**src/rtl/ram_arbiter_pkg.sv**
```systemverilog
// Shared types and defaults for the RAM arbiter slice.
package ram_arbiter_pkg;

  // Top-level FSM: sweep the RAM with the clear value, then serve requesters.
  typedef enum logic {
    ST_CLEAR = 1'b0,
    ST_RUN   = 1'b1
  } state_t;

  localparam int DEF_ADDR_WIDTH  = 8;
  localparam int DEF_DATA_WIDTH  = 16;
  localparam int DEF_CLEAR_VALUE = 0;

  // Requester indices inside the two-bit req/gnt vectors.
  localparam int PORT_A = 0;
  localparam int PORT_B = 1;

endpackage

```
**src/rtl/ram_arbiter_rr_arbiter2.sv**
```systemverilog
// Two-way round-robin arbiter with a last-grant pointer and an enable gate.
module rr_arbiter2 (
  input  logic       clk,
  input  logic       reset,
  input  logic       en,
  input  logic [1:0] req,
  output logic [1:0] gnt,
  output logic       last_b
);

  logic last_b_q;

  // One-hot grant: a lone requester wins, a tie goes to the port not granted last.
  always_comb begin
    gnt = 2'b00;
    if (en) begin
      unique case (req)
        2'b01:   gnt = 2'b01;
        2'b10:   gnt = 2'b10;
        2'b11:   gnt = last_b_q ? 2'b01 : 2'b10;
        default: gnt = 2'b00;
      endcase
    end
  end

  // Pointer starts at "B granted last" so A wins the first tie; it only moves on a grant.
  always_ff @(posedge clk) begin
    if (reset) begin
      last_b_q <= 1'b1;
    end else if (gnt != 2'b00) begin
      last_b_q <= gnt[1];
    end
  end

  assign last_b = last_b_q;

endmodule

```
**src/rtl/ram_arbiter.sv**
```systemverilog
// Shares one single-port RAM (sync write, combinational read) between a CPU
// port (A) and a loader port (B), after an optional clear sweep.
//
// Handshake on each port: the requester raises x_req together with x_we,
// x_addr and x_wdata and holds all of them stable until x_gnt is seen high in
// the same cycle; the access is taken at the clock edge that ends that cycle.
// A granted read returns x_rdata with a one-cycle x_rvalid pulse in the next
// cycle; x_rdata then holds until that port's next granted read.
module ram_arbiter
  import ram_arbiter_pkg::*;
#(
  parameter int                    ADDR_WIDTH     = DEF_ADDR_WIDTH,
  parameter int                    DATA_WIDTH     = DEF_DATA_WIDTH,
  parameter bit                    CLEAR_ON_RESET = 1'b1,
  parameter logic [DATA_WIDTH-1:0] CLEAR_VALUE    = DATA_WIDTH'(DEF_CLEAR_VALUE)
) (
  input  logic                  clk,
  input  logic                  reset,
  input  logic                  a_req,
  input  logic                  a_we,
  input  logic [ADDR_WIDTH-1:0] a_addr,
  input  logic [DATA_WIDTH-1:0] a_wdata,
  output logic                  a_gnt,
  output logic [DATA_WIDTH-1:0] a_rdata,
  output logic                  a_rvalid,
  input  logic                  b_req,
  input  logic                  b_we,
  input  logic [ADDR_WIDTH-1:0] b_addr,
  input  logic [DATA_WIDTH-1:0] b_wdata,
  output logic                  b_gnt,
  output logic [DATA_WIDTH-1:0] b_rdata,
  output logic                  b_rvalid,
  output logic [ADDR_WIDTH-1:0] ram_address,
  output logic [DATA_WIDTH-1:0] ram_in,
  output logic                  ram_load,
  input  logic [DATA_WIDTH-1:0] ram_out,
  output logic                  busy,
  output state_t                dbg_state
);

  localparam logic [ADDR_WIDTH-1:0] CLR_LAST = '1;
  localparam state_t                ST_INIT  = CLEAR_ON_RESET ? ST_CLEAR : ST_RUN;

  state_t                state, state_next;
  logic [ADDR_WIDTH-1:0] clr_cnt, clr_cnt_next;
  logic [1:0]            req, gnt;
  logic                  arb_en;
  logic                  last_b;
  logic                  a_rvalid_q, b_rvalid_q;

  // FSM and sweep counter registers.
  always_ff @(posedge clk) begin
    if (reset) begin
      state   <= ST_INIT;
      clr_cnt <= '0;
    end else begin
      state   <= state_next;
      clr_cnt <= clr_cnt_next;
    end
  end

  // Next state: step through every address once, leave CLEAR after the last word.
  always_comb begin
    state_next   = state;
    clr_cnt_next = clr_cnt;
    unique case (state)
      ST_CLEAR: begin
        clr_cnt_next = clr_cnt + 1'b1;
        if (clr_cnt == CLR_LAST) begin
          state_next = ST_RUN;
        end
      end
      ST_RUN: begin
        state_next = ST_RUN;
      end
      default: begin
        state_next = ST_INIT;
      end
    endcase
  end

  // Grants are withheld while clearing and while reset is held, so nothing
  // is committed in a reset cycle.
  assign arb_en         = (state == ST_RUN) && !reset;
  assign req[PORT_A]    = a_req;
  assign req[PORT_B]    = b_req;

  rr_arbiter2 u_arb (
    .clk    (clk),
    .reset  (reset),
    .en     (arb_en),
    .req    (req),
    .gnt    (gnt),
    .last_b (last_b)
  );

  assign a_gnt = gnt[PORT_A];
  assign b_gnt = gnt[PORT_B];

  // RAM pin mux: sweep writes while clearing, otherwise the granted port; idle drives zeros.
  always_comb begin
    ram_address = '0;
    ram_in      = '0;
    ram_load    = 1'b0;
    if (!reset) begin
      if (state == ST_CLEAR) begin
        ram_address = clr_cnt;
        ram_in      = CLEAR_VALUE;
        ram_load    = 1'b1;
      end else if (a_gnt) begin
        ram_address = a_addr;
        ram_in      = a_wdata;
        ram_load    = a_we;
      end else if (b_gnt) begin
        ram_address = b_addr;
        ram_in      = b_wdata;
        ram_load    = b_we;
      end
    end
  end

  // Read return: capture ram_out at the edge ending a granted read.
  always_ff @(posedge clk) begin
    if (reset) begin
      a_rdata    <= '0;
      b_rdata    <= '0;
      a_rvalid_q <= 1'b0;
      b_rvalid_q <= 1'b0;
    end else begin
      a_rvalid_q <= a_gnt && !a_we;
      b_rvalid_q <= b_gnt && !b_we;
      if (a_gnt && !a_we) begin
        a_rdata <= ram_out;
      end
      if (b_gnt && !b_we) begin
        b_rdata <= ram_out;
      end
    end
  end

  // A reset arriving while a read result is on its way discards it immediately.
  assign a_rvalid  = a_rvalid_q && !reset;
  assign b_rvalid  = b_rvalid_q && !reset;
  assign busy      = (state == ST_CLEAR);
  assign dbg_state = state;

  // The pointer is only observed through arbitration order.
  logic unused_ok;
  assign unused_ok = last_b;

endmodule

```
**config.mk**
```make
export PLATFORM = sky130hd
export DESIGN_NAME = ram_arbiter
export DESIGN_NICKNAME = d
export VERILOG_FILES = /design/src/rtl/ram_arbiter_pkg.sv /design/src/rtl/ram_arbiter_rr_arbiter2.sv /design/src/rtl/ram_arbiter.sv
export SDC_FILE = /design/constraint.sdc
export NUM_CORES = 1
export LEC_CHECK = 0
export CAP_MARGIN = 20
export CORE_ASPECT_RATIO = 0.8
export CORE_MARGIN = 2
export CORE_UTILIZATION = 35
export CTS_CLUSTER_DIAMETER = 60
export DETAILED_ROUTE_END_ITERATION = 12
export PLACE_DENSITY = 0.77
export SLEW_MARGIN = 0
export SYNTH_ARGS = -nofsm -noshare
export SYNTH_HDL_FRONTEND = slang
export SYNTH_SLANG_ARGS = --single-unit
```
**constraint.sdc**
```tcl
create_clock -name clk -period 1.25 [get_ports clk]
set_input_delay 0.125 -clock clk [delete_from_list [all_inputs] [get_ports clk]]
set_output_delay 0.125 -clock clk [all_outputs]
set_load 0.05 [all_outputs]
```
* Word-level counts from Yosys, hierarchy flattened
Index checks and enable logic that the tools add are counted.
** Word-level totals
- Register bits :: 44
- Input port bits :: 70
- Output and inout port bits :: 63
- Logic and storage cells :: 39
** Cells by class
- $add $sub $neg :: 1
- Eq/ne operators :: 4
- Mux-type cells :: 17
- Bitwise gates (word level) :: 1
- Reductions and logical operators :: 9
** Operators by type and width (count)
- $mux 16 :: 4
- $mux 8 :: 4
- $add 8x1->8 const B :: 1
- $eq 8x8->1 const B :: 1
- $pmux 2 s3 :: 1
- $logic_and 1x1->1 :: 5
- $mux 1 :: 5
- $eq 2x2->1 const B :: 2
- $mux 2 :: 2
- $logic_not 1->1 :: 3
- $eq 2x1->1 const B :: 1
- $pmux 1 s2 :: 1
- $reduce_bool 2->1 :: 1
- $not 1->1 :: 1

* Logic depth before layout (Yosys ltp)
- Depth in word-level cells :: 7
- Mapped depth :: 7
- Gate-level depth less buffers :: 4

* Cells and area by module
From an unflattened synthesis, not the netlist that was laid out.
** Second synthesis, totals
- Cell total of the unflattened synthesis :: 271
- Area, all modules :: 2059.5 µm²
** By module, submodules not included
- ram_arbiter :: times used 1, cells an instance 263, area an instance 2000.7 µm², sequential area each 860.8 µm²
- rr_arbiter2 :: times used 1, cells an instance 8, area an instance 58.8 µm², sequential area each 20.0 µm²

* Worst setup path before layout
No wires, ideal clock.
- Path kind :: reg-to-output
- From :: register state (netlist: dbg_state)
- To :: output port ram_address[0]
- Arrival time :: 2.417 ns
- Required time :: 1.125 ns
- Setup slack :: -1.292 ns
- Stages on the path, launching flop included :: 5
- Buffers on the path :: 2
- Path through :: dfxtp_1 > buf_2 > buf_2 > nor2_1 > a311oi_1
** On the way
- Longest elaborated chain between the ends :: 6
** RTL lines
- start: declaration :: line ram_arbiter.sv:44 : state_t state, state_next;
- start signal: assignment :: line ram_arbiter.sv:57 : state <= state_next;
- $logic_and 1x1->1 :: line ram_arbiter.sv:84 : assign arb_en = (state == ST_RUN) && !reset;
- $mux 2 :: line ram_arbiter_rr_arbiter2.sv:16 : if (en) begin
- $mux 8 :: line ram_arbiter.sv:114 : end else if (b_gnt) begin
- $mux 8 :: line ram_arbiter.sv:110 : end else if (a_gnt) begin
- $mux 8 * :: line ram_arbiter.sv:106 : if (state == ST_CLEAR) begin
- $mux 8 * :: line ram_arbiter.sv:105 : if (!reset) begin
- end: declaration :: line ram_arbiter.sv:33 : output logic [ADDR_WIDTH-1:0] ram_address,
Every way passes the cells marked *; elsewhere a longest branch is shown, timed or not.

* Worst setup path after layout
- From :: input port a_req
- To :: output port ram_address[2]
** On the way
- Longest elaborated chain between the ends :: 7
- Elaborated cells between the ends (all ways) :: 9
- Classes of those cells :: eq/ne (3); mux (6)
** RTL lines
- start: declaration :: line ram_arbiter.sv:19 : input logic a_req,
- $eq 2x2->1 / $eq 2x1->1 (equally long branches) :: line ram_arbiter_rr_arbiter2.sv:17 : unique case (req)
- $pmux 2 s3 * :: line ram_arbiter_rr_arbiter2.sv:17
- $mux 2 * :: line ram_arbiter_rr_arbiter2.sv:16
- $mux 8 :: line ram_arbiter.sv:114
- $mux 8 * :: line ram_arbiter.sv:110
- $mux 8 * :: line ram_arbiter.sv:106
- $mux 8 * :: line ram_arbiter.sv:105
Marked as above.

==> reports/qor.csv <==
stage;metric;value;unit
place;dpl cells;521;
place;Placed Area;4710;um2
job;Max-Cap Viols;0;
worst_hold_path;min-delay src;reset;
global_route;number of global-route vias before repair;3336;
pwr;Tot Pwr;0.00312;W
global_route;first-pass GRT wire length;17500;um
setup_path;critical path class;in2out;
cells_and_area;most common cell after layout, fill and taps aside;clkdlybuf4s50_1;
synth;EDFF count, synth;0;
drt;vias;3569;
setup_path;Startpoint Class;primary input;
setup_path;Reg2Reg Launch Point;dbg_state;
cts;CTS sink count;44;
drt;drt via density;6.41;
die;Die Y;77.2;um
sta;Final Skew;0.00413;ns
cells_and_area;area of the multi-input gates;2140;um2
cells_and_area;final std cells w/o fill;557;
cts;Worst-Skew Late Latency;0.30;ns
drt;DRC Markers;0;
cells_and_area;Core Util, Final;92.1;%
pwr;VDD IR max;0.524;mV
cts;CTS clk-pin slew, worst paths;0.08;ns
cells_and_area;final instance area;5930;um2
die;# IOs;133;
run_status;failing checks;negative setup slack;
sta;final setup margin;-0.682;ns
synth;cell count after synthesis;298;
setup_path;Critical Path RT;1.12;ns
cts;CTS Buffer Depth;2;
drt;DRT antenna net count;0;
cells_and_area;sequential cell area;893;um2
synth;number of synthesized register bits;44;
die;FP Rows;26;
cts;Inserted Clock Buffers;5;
cells_and_area;area delta synth->final;153;%
sta;Slew Limit Fails;0;
sta;crit share post-route;155;%
setup_path;R2R depth;6;
setup_path;Reg2Reg Setup Slack;-0.27;ns
drt;iteration count of the initial detailed-routing pass;7;
place;DP Wirelength;6660;um
synth;Top FF cell, synth;dfxtp_1;
setup_path;Max FO, Critical Path;9;
place;GP Congestion;0.842;
sta;number of setup violations in the final report;68;
global_route;Total GRT Usage;30.8;%
die;Die Area;7380;um2
sta;worst-margin pin slew;0.537;ns
die;Die Span X;95.5;um
synth;Post-synth ARST share;0;%
cts;CTS H-tree lvls;2;
pwr;static leakage;2.06;nW
synth;Syn Area/Cell;7.87;um2
global_route;GRT overflow;0;
synth;sequential-to-total area share from yosys stat;37.5;%
setup_path;Critical Path AT;1.81;ns
worst_hold_path;HP Class;in2reg;
cells_and_area;ant diodes;0;
global_route;largest net degree at the start of global routing;18;
die;core box area;6440;um2
cts;hold-fix buffers at CTS;0;
cells_and_area;fraction of layout cells with a size suffix above 1;56.0;%
synth;Yosys cell types;39;
sta;slew margin rel.;64.0;%
drt;number of DRC violations after detailed-routing iteration 0;321;
cells_and_area;most frequent cells in the layout;66 x clkdlybuf4s50_1, 65 x buf_12, 40 x dfxtp_1;
sta;Fin. Hold Viols;0;
sta;RSZ-0062 raised after global routing;yes;
synth;Mapped Nets;369;
die;Initial Util;36.4;%
sta;Peak Freq;0.518;GHz
run_status;status;complete, but fails checks;
synth;YS warnings;0;
synth;mapped cell area;2350;um2
setup_path;FF-to-FF End;b_rdata[2];
place;IO Port Bufs;132;
worst_hold_path;hold path cells;3;
drt;routed len/inst;27.4;um
worst_hold_path;hold endpoint;clr_cnt[0];
setup_path;Worst setup EP type;output pin;
cts;clk root buf;clkbuf_8;
drt;final WL;15200;um
cells_and_area;final net count;543;
global_route;initial antenna violation count;0;
sta;Tmin final;1.93;ns
cts;CTS tree;built;
cells_and_area;number of fill cells;193;
pwr;Power Density;526;nW/um2
[area by class of cell]
cell class	instances	share of cell area [%]
Clock buffer	7	1.46
Clock inverter	1	0.105
Inverter	3	0.232
Multi-Input combinational cell	221	36.1
Sequential cell	44	15.1
Tap cell	84	1.77
Timing Repair Buffer	197	45.2
[report_power, final]
part           leakage (nW)  switching (W)  internal (W)
Combinational          1.65       0.000352      0.000365
Clock                0.0488       0.000529      0.000452
Sequential            0.356      0.0000163       0.00141
Total                  2.06       0.000897       0.00222
[state kept, by name, indices dropped and copies added, names as in the netlist]
register / count
u_arb.last_b: 1
clr_cnt: 8
dbg_state: 1
a_rvalid_q: 1
b_rdata: 16
b_rvalid_q: 1
a_rdata: 16
[worst max-delay path, cell delays in order]
cell and delay, ns:
dlygate4sd2_1 0.40, buf_4 0.30, inv_1 0.12, o211ai_1 0.48, a311oi_4 0.19, buf_12 0.19
[through the flow]
| stage | worst slack, ns | TNS [ns] | hold slack (ns) |
|---|---|---|---|
| 3_3_place_gp | -0.496 | -21.96 | 0.481 |
| 5_1_grt | -0.857 | -20.41 | 0.289 |
| 3_5_place_dp | -0.538 | -24.34 | 0.492 |
| 4_1_cts | -0.416 | -11.42 | 0.287 |
| 6_report | -0.682 | -18.68 | 0.307 |
| 2_1_floorplan | -0.476 | -10.21 | 0.255 |
[cell usage after synthesis (2+ instances only)]
master	instances	area (um2)
dfxtp_1	44	881
nand3_1	40	200
nor2_1	28	105
o21ai_0	27	135
nand2_1	22	82.6
a21oi_1	20	100
a32oi_1	16	140
and3_1	16	100
clkbuf_1	13	48.8
buf_2	12	60.1
o21ai_2	9	78.8
a221o_1	4	40.0
and2_1	4	25.0
buf_6	4	45.0
nor2b_1	4	25.0
a311oi_1	3	26.3
inv_1	3	11.3
or3_1	3	18.8
xor2_1	3	26.3
nand3b_1	2	15.0
nand4b_1	2	17.5
o211ai_1	2	15.0
[kinds of logic (layout without fill, tap and decap cells)]
logic type / Yosys count / in the layout / share of synthesized area, %
and+or+nand+nor: 127 / 128 / 27.4
AOI/OAI and AO/OA: 87 / 87 / 25.1
DFF: 44 / 44 / 37.5
buffers and inverters: 34 / 208 / 7.57
xor gates and xnor gates: 4 / 4 / 1.49
adders and majority gates: 1 / 1 / 0.533
muxes: 1 / 1 / 0.427
[repair_timing]
item,CTS,global route
pin swaps,31,28
gates resized for setup,88,88
setup buffers,10,14
endpoints found under the setup margin,62,67
gates cloned,1,7
[routing by layer]
| layer | up-vias | global-route usage [%] | share of wire, % |
|---|---|---|---|
| li1 | 1443 | - | - |
| met1 | 1729 | 35.6 | 36 |
| met2 | 289 | 52.7 | 48 |
| met3 | 108 | 6.58 | 8.1 |
| met4 | 0 | 15.6 | 7.3 |
| met5 | - | 0 | 0 |
[how the worst max path moves through the flow]
stage / end / depth (start not counted) / startpoint
after floorplan: ram_address[3] / 4 / dbg_state
after global placement: ram_address[5] / 6 / a_req
after detailed placement: ram_address[3] / 6 / a_req
after CTS: ram_address[3] / 5 / u_arb.last_b
after global routing: ram_address[2] / 6 / a_req
final: ram_address[2] / 6 / a_req
Power figures use the tool's default switching activity.
==> RTL change, RTL diff (same flow settings) <==
Put one more register stage on the output `dbg_state`. The value now appears one clock later. The other outputs are not delayed to match.
--- a/src/rtl/ram_arbiter.sv
+++ b/src/rtl/ram_arbiter.sv
@@ -142,7 +142,9 @@
   assign a_rvalid  = a_rvalid_q && !reset;
   assign b_rvalid  = b_rvalid_q && !reset;
   assign busy      = (state == ST_CLEAR);
-  assign dbg_state = state;
+  always_ff @(posedge clk) begin
+    dbg_state <= state;
+  end
 
   // The pointer is only observed through arbitration order.
   logic unused_ok;
Function: same outputs for any inputs over 10 cycles, from zero or initial values and one cycle with reset high; that may be too few to reach the edited logic, so the function may still have changed.
==> RTL change against the unedited design <==
The flow still finishes with violations (setup timing). Critical endpoint is now ram_load. Core utilization shrank 10 points. Area after synthesis grew 0.85%. Routed wire length shrank 28%. Total power shrank 3.5%. Sequential cell count grew 1. Design area shrank 11%. Critical path depth is the same. Setup slack gained 160 ps. Critical path type is now reg2out. Non-clock buffer count shrank 12. Synthesized cell count grew 0.34%.
==> RTL change: results <==
<?xml version="1.0" encoding="UTF-8"?>
<metrics>
  <group name="status">
    <metric name="status" unit="">complete, but fails checks</metric>
    <metric name="violated_checks" unit="">setup timing</metric>
  </group>
  <group name="final_layout">
    <metric name="number_of_filler_cells_placed_in_the_layout" unit="">349</metric>
    <metric name="final_net_count" unit="">531</metric>
    <metric name="share_of_cells_above_drive_strength_1" unit="">0.4317</metric>
  </group>
  <group name="clock_network">
    <metric name="clockBufferDepth" unit="">2</metric>
    <metric name="clkLatencyLatePin" unit="ps">300</metric>
  </group>
  <group name="pwr">
    <metric name="peakVddDrop" unit="uV">564.6</metric>
    <metric name="leakage" unit="uW">0.001933</metric>
    <metric name="power.internal" unit="uW">2181</metric>
  </group>
  <group name="routing">
    <metric name="routed_wirelength" unit="um">11050</metric>
    <metric name="drt_first_iter_violations" unit="">165</metric>
    <metric name="drt-wirelength-per-cell" unit="um">20.27</metric>
    <metric name="drt-met1-wl" unit="um">4182</metric>
    <metric name="avgViaCountPerCell" unit="">5.743</metric>
    <metric name="met2_length" unit="um">5905</metric>
    <metric name="detailroute.wirelength.met3" unit="um">712</metric>
  </group>
  <group name="global_routing">
    <metric name="initial_antenna_violation_count" unit="">0</metric>
    <metric name="wire_length_of_the_first_global_routing_pass" unit="um">15870</metric>
    <metric name="pin_count_of_the_biggest_net_entering_global_routing" unit="">26</metric>
    <metric name="vias_in_the_first_global_route" unit="">3146</metric>
    <metric name="grt.total_usage" unit="">0.2716</metric>
  </group>
  <group name="placed_design">
    <metric name="place_ws" unit="ps">-585.1</metric>
    <metric name="place_hpwl" unit="um">7017</metric>
    <metric name="routabilityCongestion" unit="">0.8350</metric>
    <metric name="post-place-cells" unit="">524</metric>
  </group>
  <group name="sta">
    <metric name="worst_clock_skew" unit="ps">7.779</metric>
    <metric name="final_critical_path_setup_slack" unit="ps">-519.9</metric>
    <metric name="finalSetupViolations" unit="">65</metric>
    <metric name="timing_worst_slew_pin_value" unit="ps">356.9</metric>
  </group>
  <group name="logic_synthesis">
    <metric name="syn-num-nets" unit="">370</metric>
    <metric name="post_synth_most_frequent_cells" unit="">sky130_fd_sc_hd__dfxtp_1 (45), sky130_fd_sc_hd__nand3_1 (40), sky130_fd_sc_hd__nor2_1 (28)</metric>
    <metric name="synth.yosys.seq_area_share" unit="">0.3808</metric>
    <metric name="synth.top_cells.by_area" unit="">sky130_fd_sc_hd__dfxtp_1 (38%), sky130_fd_sc_hd__nand3_1 (8.5%), sky130_fd_sc_hd__a32oi_1 (5.9%)</metric>
    <metric name="avgSynthCellArea" unit="um2">7.913</metric>
  </group>
  <group name="hold_path">
    <metric name="hold_path_startpoint" unit="">reset</metric>
  </group>
  <group name="worst_setup_path">
    <metric name="worstPathArrival" unit="ps">1640</metric>
    <metric name="worstSetupStartpoint" unit="">u_arb.last_b</metric>
  </group>
</metrics>
RTL change: changes by cell type after synthesis, sizes merged:
cell and change:
dfxtp +1
RTL change: repair_timing:
item / CTS / global route
endpoints found under the setup margin: 66 / 67
gates cloned: 1 / 1
buffers inserted: 7 / 4
resized for setup: 52 / 34
hold endpoints to repair: 0 / 0
pin swaps: 21 / 5
RTL change: final cells by class:
| cell class | count | area [um2] | share of cell area |
|---|---|---|---|
| Timing Repair Buffer | 185 | 2415 | 0.4567 |
| Multi-Input combinational cell | 220 | 1753 | 0.3315 |
| Sequential cell | 45 | 910.9 | 0.1723 |
| Tap cell | 84 | 105.1 | 0.01988 |
| Clock buffer | 5 | 68.82 | 0.01301 |
| Clock inverter | 3 | 21.27 | 0.004023 |
| Inverter | 3 | 13.76 | 0.002603 |
RTL change: routing by layer:
metal,GRT usage,vias to the layer above
met5,0,-
met4,0.06857,0
met3,0.04272,21
met2,0.4881,155
met1,0.3343,1534
li1,-,1420
RTL change: final timing paths:
kind,cells past startpoint,to,slack [ps]
hold / removal,3,clr_cnt[7],210
setup reg to reg,8,a_rdata[14],-330
setup / recovery,6,ram_load,-520
hold reg to reg,2,a_rdata[5],490
RTL change: worst max-delay path, stage by stage (launching register included):
cell and delay, ps:
sky130_fd_sc_hd__dfxtp_4 380, sky130_fd_sc_hd__nand2b_4 170, sky130_fd_sc_hd__buf_8 160, sky130_fd_sc_hd__buf_4 150, sky130_fd_sc_hd__a31oi_4 230, sky130_fd_sc_hd__a21oi_4 90, sky130_fd_sc_hd__buf_12 150
RTL change: power by group through the flow:
stage,combinational (uW),sequential (uW),clock (uW)
2_1_floorplan,180,1480,0
3_3_place_gp,507,1480,0
3_5_place_dp,519,1480,0
4_1_cts,564,1450,928
5_1_grt,648,1450,993
6_report,628,1450,931
RTL change: through the flow:
step	cell area, um2	setup TNS, ps	hold slack, ps	total power, uW
3_5_place_dp	4737	-27760	488.9	2003
2_1_floorplan	2600	-6284	255.4	1662
5_1_grt	5288	-20460	208.2	3094
3_3_place_gp	4737	-25290	474.8	1991
4_1_cts	5110	-13720	184.5	2939
6_report	5288	-18310	213.7	3010
RTL change: kinds of logic after synthesis:
group | share of synthesized area
and+or+nand+nor | 0.2713
AOI/OAI and AO/OA | 0.2486
DFF | 0.3807
buffers and inverters | 0.07509
xor gates and xnor gates | 0.01481
muxes | 0.004231
adders and majority gates | 0.005287
